[config.mk]
export PLATFORM = sky130hd
export DESIGN_NAME = rotation_seq_flat
export DESIGN_NICKNAME = d
export VERILOG_FILES = /design/src/rtl/cordic_pkg.sv /design/src/rtl/rotation_seq_if.sv /design/src/rtl/rotation_seq_rotation.sv /design/src/rtl/rotation_seq.sv /design/src/flat_wrapper.sv
export SDC_FILE = /design/constraint.sdc
export NUM_CORES = 1
export LEC_CHECK = 0
export CAP_MARGIN = 20
export CELL_PAD_IN_SITES_DETAIL_PLACEMENT = 0
export CELL_PAD_IN_SITES_GLOBAL_PLACEMENT = 2
export CORE_ASPECT_RATIO = 0.5
export CORE_UTILIZATION = 36
export DETAILED_ROUTE_END_ITERATION = 16
export PLACE_DENSITY = 0.95
export SLEW_MARGIN = 40
export SYNTH_ARGS = -nofsm -noshare
export SYNTH_HDL_FRONTEND = slang
export SYNTH_HIERARCHICAL = 1
export SYNTH_SLANG_ARGS = --single-unit
[constraint.sdc]
create_clock -name clock -period 7.9 [get_ports clock]
set_input_delay 1.185 -clock clock [delete_from_list [all_inputs] [get_ports clock]]
set_output_delay 1.185 -clock clock [all_outputs]
set_load 0.02 [all_outputs]
[src/rtl/cordic_pkg.sv]
// Shared types and constant helpers for the iterative CORDIC angle sequencer.
// Angles are unsigned, and full scale (2^DSIZE) represents 90 degrees.
package cordic_pkg;

    typedef enum logic [1:0] {
        IDLE,
        RUN,
        DONE
    } state_t;

    localparam int DSIZE_DEF = 16;
    localparam int ITER_DEF  = 16;
    localparam int IW_DEF    = $clog2(ITER_DEF + 1);

    function automatic int iw_of(input int iter);
        return $clog2(iter + 1);
    endfunction

    // atan(2^-i) is taken from its Taylor series. This keeps the table a pure
    // elaboration-time constant without needing a math library.
    function automatic int atan_const(input int i, input int dsize);
        real x;
        real x2;
        real term;
        real sum;
        real scale;
        if (i == 0) begin
            return 1 << (dsize - 1);
        end
        x = 1.0;
        for (int k = 0; k < i; k++) begin
            x = x / 2.0;
        end
        x2    = x * x;
        term  = x;
        sum   = 0.0;
        for (int k = 0; k < 40; k++) begin
            sum  = sum + term / real'(2 * k + 1);
            term = -term * x2;
        end
        scale = (2.0 ** dsize) * 2.0 / 3.14159265358979323846;
        return $rtoi(sum * scale + 0.5);
    endfunction

endpackage

[src/rtl/rotation_seq_if.sv]
// Handshake bundle between the angle source, the sequencer and the result consumer.
interface rotation_seq_if #(
    parameter int DSIZE = 16,
    parameter int ITER  = 16
);
    logic             in_valid;
    logic             in_ready;
    logic [DSIZE-1:0] in_angle;
    logic             out_valid;
    logic             out_ready;
    logic [ITER-1:0]  out_dirs;
    logic [DSIZE-1:0] out_resid;
    logic             busy;

    modport master (
        output in_valid, in_angle, out_ready,
        input  in_ready, out_valid, out_dirs, out_resid, busy
    );

    modport slave (
        input  in_valid, in_angle, out_ready,
        output in_ready, out_valid, out_dirs, out_resid, busy
    );
endinterface

[src/rtl/rotation_seq_rotation.sv]
// Registered compare-subtract stage: subtracts comp from idata only when no borrow would occur.
module rotation #(
    parameter int DSIZE = 16
) (
    input  logic             clock,
    input  logic             rst_n,
    input  logic [DSIZE-1:0] idata,
    input  logic [DSIZE-1:0] comp,
    output logic [DSIZE-1:0] odata,
    output logic             cmp_rel
);
    logic [DSIZE-1:0] odata_d;
    logic             cmp_rel_d;

    always_comb begin
        cmp_rel_d = (idata >= comp);
        odata_d   = cmp_rel_d ? (idata - comp) : idata;
    end

    always_ff @(posedge clock) begin
        if (!rst_n) begin
            odata   <= '0;
            cmp_rel <= 1'b0;
        end else begin
            odata   <= odata_d;
            cmp_rel <= cmp_rel_d;
        end
    end
endmodule

[src/rtl/rotation_seq.sv]
// Sequencer that runs one angle through ITER passes of the rotation stage.
// It collects the direction bits and the final residual.
module rotation_seq #(
    parameter int DSIZE = 16,
    parameter int ITER  = 16
) (
    input  logic          clock,
    input  logic          rst_n,
    rotation_seq_if.slave bus
);
    import cordic_pkg::*;

    localparam int IW = iw_of(ITER);

    state_t           state_q, state_d;
    logic [IW-1:0]    idx_q, idx_d;
    logic [DSIZE-1:0] angle_q, angle_d;
    logic [ITER-1:0]  dirs_q, dirs_d;
    logic [DSIZE-1:0] resid_q, resid_d;

    logic [DSIZE-1:0] stage_idata;
    logic [DSIZE-1:0] stage_comp;
    logic [DSIZE-1:0] stage_odata;
    logic             stage_cmp_rel;
    logic             accept;

    // The extra entry at index ITER is zero, which lets the final pass only flush the stage.
    logic [DSIZE-1:0] atan_rom [ITER+1];

    for (genvar gi = 0; gi <= ITER; gi++) begin : g_atan
        if (gi < ITER) begin : g_val
            localparam int C = atan_const(gi, DSIZE);
            assign atan_rom[gi] = DSIZE'(C);
        end else begin : g_zero
            assign atan_rom[gi] = '0;
        end
    end

    assign stage_idata = (idx_q == '0) ? angle_q : stage_odata;
    assign stage_comp  = atan_rom[idx_q];

    rotation #(
        .DSIZE (DSIZE)
    ) u_stage (
        .clock   (clock),
        .rst_n   (rst_n),
        .idata   (stage_idata),
        .comp    (stage_comp),
        .odata   (stage_odata),
        .cmp_rel (stage_cmp_rel)
    );

    assign bus.in_ready  = (state_q == IDLE) && rst_n;
    assign bus.out_valid = (state_q == DONE);
    assign bus.busy      = (state_q != IDLE);
    assign bus.out_dirs  = dirs_q;
    assign bus.out_resid = resid_q;
    assign accept        = bus.in_valid && bus.in_ready;

    always_comb begin
        state_d = state_q;
        idx_d   = idx_q;
        angle_d = angle_q;
        dirs_d  = dirs_q;
        resid_d = resid_q;
        case (state_q)
            IDLE: begin
                if (accept) begin
                    angle_d = bus.in_angle;
                    idx_d   = '0;
                    dirs_d  = '0;
                    state_d = RUN;
                end
            end
            RUN: begin
                // The stage output lags by one cycle, so pass idx stores the bit of pass idx-1.
                for (int i = 0; i < ITER; i++) begin
                    if (idx_q == IW'(i + 1)) begin
                        dirs_d[i] = stage_cmp_rel;
                    end
                end
                if (idx_q == IW'(ITER)) begin
                    resid_d = stage_odata;
                    state_d = DONE;
                end else begin
                    idx_d = idx_q + IW'(1);
                end
            end
            DONE: begin
                if (bus.out_ready) begin
                    state_d = IDLE;
                end
            end
            default: state_d = IDLE;
        endcase
    end

    always_ff @(posedge clock) begin
        if (!rst_n) begin
            state_q <= IDLE;
            idx_q   <= '0;
            angle_q <= '0;
            dirs_q  <= '0;
            resid_q <= '0;
        end else begin
            state_q <= state_d;
            idx_q   <= idx_d;
            angle_q <= angle_d;
            dirs_q  <= dirs_d;
            resid_q <= resid_d;
        end
    end
endmodule

[src/flat_wrapper.sv]
// flat-port wrapper written by rule: the top's interface ports become plain ports
module rotation_seq_flat import cordic_pkg::*;
#(
    parameter int DSIZE = 16,
    parameter int ITER  = 16
)
  (clock, rst_n, bus_in_valid, bus_in_angle, bus_out_ready, bus_in_ready, bus_out_valid, bus_out_dirs, bus_out_resid, bus_busy);
  rotation_seq_if #(.DSIZE(DSIZE), .ITER(ITER)) bus_i ();
  input  logic clock;
  input  logic rst_n;
  input wire logic [$bits(bus_i.in_valid)-1:0] bus_in_valid;
  input wire logic [$bits(bus_i.in_angle)-1:0] bus_in_angle;
  input wire logic [$bits(bus_i.out_ready)-1:0] bus_out_ready;
  output wire logic [$bits(bus_i.in_ready)-1:0] bus_in_ready;
  output wire logic [$bits(bus_i.out_valid)-1:0] bus_out_valid;
  output wire logic [$bits(bus_i.out_dirs)-1:0] bus_out_dirs;
  output wire logic [$bits(bus_i.out_resid)-1:0] bus_out_resid;
  output wire logic [$bits(bus_i.busy)-1:0] bus_busy;
  assign bus_i.in_valid = bus_in_valid;
  assign bus_i.in_angle = bus_in_angle;
  assign bus_i.out_ready = bus_out_ready;
  assign bus_in_ready = bus_i.in_ready;
  assign bus_out_valid = bus_i.out_valid;
  assign bus_out_dirs = bus_i.out_dirs;
  assign bus_out_resid = bus_i.out_resid;
  assign bus_busy = bus_i.busy;
  rotation_seq #(.DSIZE(DSIZE), .ITER(ITER)) u_core (.clock(clock), .rst_n(rst_n), .bus(bus_i));
endmodule
== Yosys cells after proc, flatten, opt, wreduce, memory -nomap -nowiden ==
Memories as Yosys holds them, arrays and structs flattened.
Index checks and enable logic that the tools add are counted.

* ROM bits: 512
* Bits of input ports: 20
* Bits in registers: 72
* Word-level logic and storage cells: 120
* Memories: 1
* Output and inout bits: 35

* Equality and inequality tests: 37
* Multiplexer cells: 29
* Add/subtract/negate cells: 2
* Reduce and logical (&&, ||, !) cells: 26
* $lt $le $gt $ge: 2
* Bitwise gates (word level): 1

{| class="wikitable"
|+ Memories
! name !! words !! bits a word !! read ports !! clocked after memory_dff !! wr ports !! RTL line !! text
|-
| (name not given) || 32 || 16 || 1 || 0 || 0 || rotation_seq.sv:40 || <nowiki>assign stage_comp = atan_rom[idx_q];</nowiki>
|}

{| class="wikitable"
|+ Operators by type and width
! kind !! number
|-
| two-way mux 16 bit || 5
|-
| AND reduction 3 bit || 18
|-
| == test 5 x 4 -> 1 bit (second input constant) || 8
|-
| inequality test 2 x 1 -> 1 bit (second input constant) || 17
|-
| one-hot mux 16 bit (2 select lines) || 1
|-
| == test 5 x 3 -> 1 bit (second input constant) || 4
|-
| >= comparator 16 bit || 1
|-
| two-way mux 1 bit || 16
|-
| subtractor 16 bit || 1
|-
| == test 5 x 2 -> 1 bit (second input constant) || 2
|-
| two-way mux 5 bit || 2
|-
| one-hot mux 5 bit (2 select lines) || 1
|-
| >= comparator 6 bit (second input constant) || 1
|-
| two-way mux 2 bit || 3
|-
| inverter 5 -> 6 bit || 1
|-
| one-hot mux 2 bit (3 select lines) || 1
|-
| adder 5 x 1 -> 5 bit (second input constant) || 1
|-
| == test 5 x 1 -> 1 bit (second input constant) || 1
|-
| == test 5 bit (second input constant) || 1
|-
| zero test 5 bit || 1
|-
| inequality test 2 bit (second input constant) || 2
|-
| AND reduction 2 bit || 2
|-
| nonzero test 2 bit || 2
|-
| == test 2 x 1 -> 1 bit (second input constant) || 1
|-
| 3 further kinds || 4
|}

== Longest topological paths before layout ==
* Depth in word-level cells: 6
* Depth in mapped cells: 16
* Depth with buffers taken out: 14

== Cells and area by module ==
The synthesis kept the hierarchy.

{| class="wikitable"
|+ Modules (own cells, without submodules)
! module !! cells each !! area each (um^2) !! times used !! sequential area each (um^2)
|-
| rotation_seq || 354 || 3,004.1 || 1 || 1,101.1
|-
| rotation || 215 || 1,624.1 || 1 || 340.3
|}

== Least setup slack after synthesis ==
OpenSTA, ideal clock, no wires.

* Path kind: reg-to-reg
* From: reg u_core.idx_q[0]
* To: reg u_core.u_stage.odata[14]
* Buffers on the path: 4
* Setup time: 0.124 ns
* Cell stages (with the launch flop): 17
* Clock period less this slack: 3.377 ns
* Required time: 7.776 ns
* Data arrival time: 3.253 ns
* Slack: 4.523 ns
* Path through: dfxtp_1 -> inv_1 -> ha_1 -> buf_2 -> nand2b_1 -> nor3_4 -> buf_6 -> mux2_1 -> ha_1 -> a21o_1 -> a21oi_1 -> nor2b_1 -> or2_1 -> buf_2 -> buf_6 -> o31ai_1 -> a21oi_1

* Longest elaborated chain between the ends: 6
* Elaborated cells on any way between the ends: 9
* Classes of those cells: add/sub (1); order compare (1); mux (4); bitwise (1); reduce/logical (1); memory (1)

{| class="wikitable"
|+ RTL lines
! what !! RTL line !! text
|-
| start: declaration || rotation_seq.sv:16 || <nowiki>logic [IW-1:0] idx_q, idx_d;</nowiki>
|-
| start signal: assignment || rotation_seq.sv:107 || <nowiki>idx_q <= idx_d;</nowiki>
|-
| inverter 5 -> 6 bit (implied by the code) || rotation_seq.sv:40 ||
|-
| memory read (32 x 16 bit) || - ||
|-
| two-way mux 16 bit (implied by the code) (2 in series) || rotation_seq.sv:40 ||
|-
| via u_core.stage_comp[15] || rotation_seq.sv:22 || <nowiki>logic [DSIZE-1:0] stage_comp;</nowiki>
|-
| >= comparator 16 bit || rotation_seq_rotation.sv:16 || <nowiki>cmp_rel_d = (idata >= comp);</nowiki>
|-
| two-way mux 16 bit || rotation_seq_rotation.sv:17 || <nowiki>odata_d = cmp_rel_d ? (idata - comp) : idata;</nowiki>
|-
| end signal: assignment || rotation_seq_rotation.sv:25 || <nowiki>odata <= odata_d;</nowiki>
|-
| end: declaration || rotation_seq_rotation.sv:9 || <nowiki>output logic [DSIZE-1:0] odata,</nowiki>
|}

The timed path passes the listed nets, and every way through them passes these cells. The select of a mux whose other input is x is not followed.
A chain may end at the register's enable or synchronous reset.

== Worst setup path in the final report ==
* From: in rst_n
* To: out bus_in_ready

* Longest elaborated chain between the ends: 1

{| class="wikitable"
|+ RTL lines
! what !! RTL line !! text
|-
| start: declaration || flat_wrapper.sv:10 || <nowiki>input logic rst_n;</nowiki>
|-
| logical AND 1 bit || rotation_seq.sv:53 || <nowiki>assign bus.in_ready = (state_q == IDLE) && rst_n;</nowiki>
|-
| end: declaration || flat_wrapper.sv:14 || <nowiki>output wire logic [$bits(bus_i.in_ready)-1:0] bus_in_ready;</nowiki>
|}

No other way between the ends.

==> impl_metrics.yaml <==
floorplan:
  core.rowCount: 28
  ios: 55
  die_area_sq_um: 13300
  core_sq_um: 12200
  die_x_um: 162
  start_util_pct: 38.1
  die_h_um: 82.2
global_routing:
  grt_pass1_vias: 3825
  track_usage_pct: 19.4
  grt_overflow_total: 0
  grt_max_degree: 46
  grt_pass1_wl_um: 19900
  antenna_found_initial: 0
yosys:
  ys_types: 64
  ys_ff_latch: 72
  synth.avg_cell_area_sq_um: 8.13
  synth.net_count: 614
  ys_async_sr_fraction_pct: 0
  synth_cells: 569
  ys.flop_type: "dfxtp_1"
  synth_edf_count: 0
  syn_area_sq_um: 4630
  seq_area_frac_synth_pct: 31.1
  ys_warn_count: 6
critical_path:
  cpMostUsedCell: "clkdlybuf4s50_1"
  cp_slowest_stage_delay_ns: 0.61
  crit_path_end_kind: "output pin"
  arrival_ns: 3.36
  path_class: "in2out"
  rr_worst_depth: 12
  critPathSlowestCell: "clkdlybuf4s50_1"
  crit_path_start_kind: "primary input"
  crit_required_ns: 6.71
  critical_path.cell_chain: "clkdlybuf4s50_1 > buf_4 > inv_1 > nor2_1 > clkdlybuf4s50_1"
  cp_max_fo: 45
timing:
  finalSetupViolCount: 0
  finClkSkew_ns: 0.00579
  period_minus_slack_ns: 4.54
  drv_slew: 0
  relSlewSlack_pct: 45.3
  setup-tns-final_ns: 0
  hold_viol_final: 0
  fin_ws_ns: 3.36
  fmax_mhz: 220
  tightest_slew_ns: 0.816
  rsz0062_at_grt: "no"
  hold_slack_ns: 0.456
  finalCritPeriodShare_pct: 57.5
power_and_ir_drop:
  p_per_area_nw_per_um2: 230
  vdd_drop_max_uv: 102
  finalPower_mw: 1.28
  p_leak_nw: 2.04
run:
  cap_violations: 0
min_path:
  min_path_type: "reg2reg"
  whs_path_depth: 2
route:
  antenna_left: 0
  vias: 4178
  drt_iter0_drc: 349
  via_per_inst: 5.48
  drt-pass1-iter-count: 5
  totalWireLength_um: 12600
  drcViolationCount: 0
  wl_per_cell_um: 16.6
placed_design:
  hpwl_um: 9140
  place_ws_ns: 3.28
  gp_congestion: 0.851
  portBuffers: 54
layout:
  mostFrequentLayoutCells: "nand2_1 (69), dfxtp_1 (69), clkdlybuf4s50_1 (54)"
  drive_above_1_share_pct: 9.53
  fin_nets: 638
  diodes: 0
  area_growth_pct: 20.2
  fillers: 1187
cts:
  insertion_delay_ns: 0.34
  cts_resized: 0
  clockBufferDepth: 2
  cts.sink_count: 72
  root_buffer: "clkbuf_16"
  cts_tree: "done"
  postCtsSetupRepairBufs: 0
  hold_buffers: 0
  htreeDepth: 3
  clkTransAtPathRegs_ns: 0.06
  cts_buffers: 9
outcome:
  outcome: "finished clean"
==> cell type report <==
class | count | area [sq um] | share of cell area (%)
repair buffers | 61 | 597 | 10.7
flip-flops and latches | 72 | 1450 | 26.0
well taps | 165 | 206 | 3.71
multi-input cells | 423 | 2890 | 51.9
inverters | 26 | 97.6 | 1.75
clock buffers | 9 | 225 | 4.05
clock inverters | 7 | 103 | 1.84
==> cell families after synthesis <==
family,after synthesis,synth area share [%]
simple gates,186,21.4
compound gates,165,23.0
buf+inv,74,7.22
flops,72,31.1
mux,37,8.43
fa+ha+maj,25,6.92
xor+xnor,10,1.89
==> synthesized netlist by cell type (all sizes together) (7+ instances only) <==
cell type,number,area share [%]
nor2,15,1.2
a21oi,50,5.7
or3,7,1.1
mux2i,21,4.5
a211oi,29,5.4
nand4bb,8,1.9
nand3,33,3.6
nor3,14,1.8
mux2,16,3.9
ha,24,6.5
nor2b,9,1.2
nand2b,9,1.2
dfxtp,72,31
nand2,69,5.6
inv,26,2.1
o21ai,50,5.4
clkbuf,20,1.6
buf,28,3.5
==> stage by stage <==
stage	instances	area (sq um)	utilization, %
2_1_floorplan	569	4630	-
5_1_grt	763	5560	45.7
3_3_place_gp	746	5200	42.8
6_report	763	5560	45.7
4_1_cts	762	5530	45.5
3_5_place_dp	746	5210	42.8
==> where the power goes <==
part	leakage, nW	switching [mW]	internal [mW]
Sequential	0.587	0.0264	0.392
Combinational	1.30	0.242	0.169
Clock	0.157	0.167	0.280
Total	2.04	0.435	0.842
==> metal layers <==
layer / GRT usage (%) / share of wire [%] / wire length (um) / vias up
li1: - / - / - / 2098
met5: 0 / 0 / 0 / -
met1: 26.1 / 50 / 6300 / 1971
met3: 3.45 / 4.3 / 538 / 11
met2: 31.9 / 45 / 5670 / 98
met4: 5.75 / 1.0 / 126 / 0
==> worst max-delay path, delay by kind of cell <==
| family | cells | cell delay [ns] |
|---|---|---|
| buffers and inverters | 4 | 1.94 |
| AND/OR/NAND/NOR | 1 | 0.20 |
==> final timing paths <==
check | from | slack [ns] | endpoint
setup / recovery | rst_n | 3.36 | bus_in_ready
hold / removal | u_core/bus.out_dirs[5] | 0.46 | u_core/bus.out_dirs[5]
setup reg to reg | u_core/idx_q[0] | 3.72 | u_core/u_stage/odata[1]
hold reg to reg | u_core/bus.out_dirs[5] | 0.46 | u_core/bus.out_dirs[5]
==> registers in the layout (all words and copies together), names as in the netlist <==
register and count:
u_core/idx_q 5, u_core/u_stage/cmp_rel 1, u_core/state_q 2, u_core/bus.out_resid 16
u_core/bus.out_dirs 16, u_core/u_stage/odata 16, u_core/angle_q 16
Note: power is estimated with default switching activity, not from simulation.
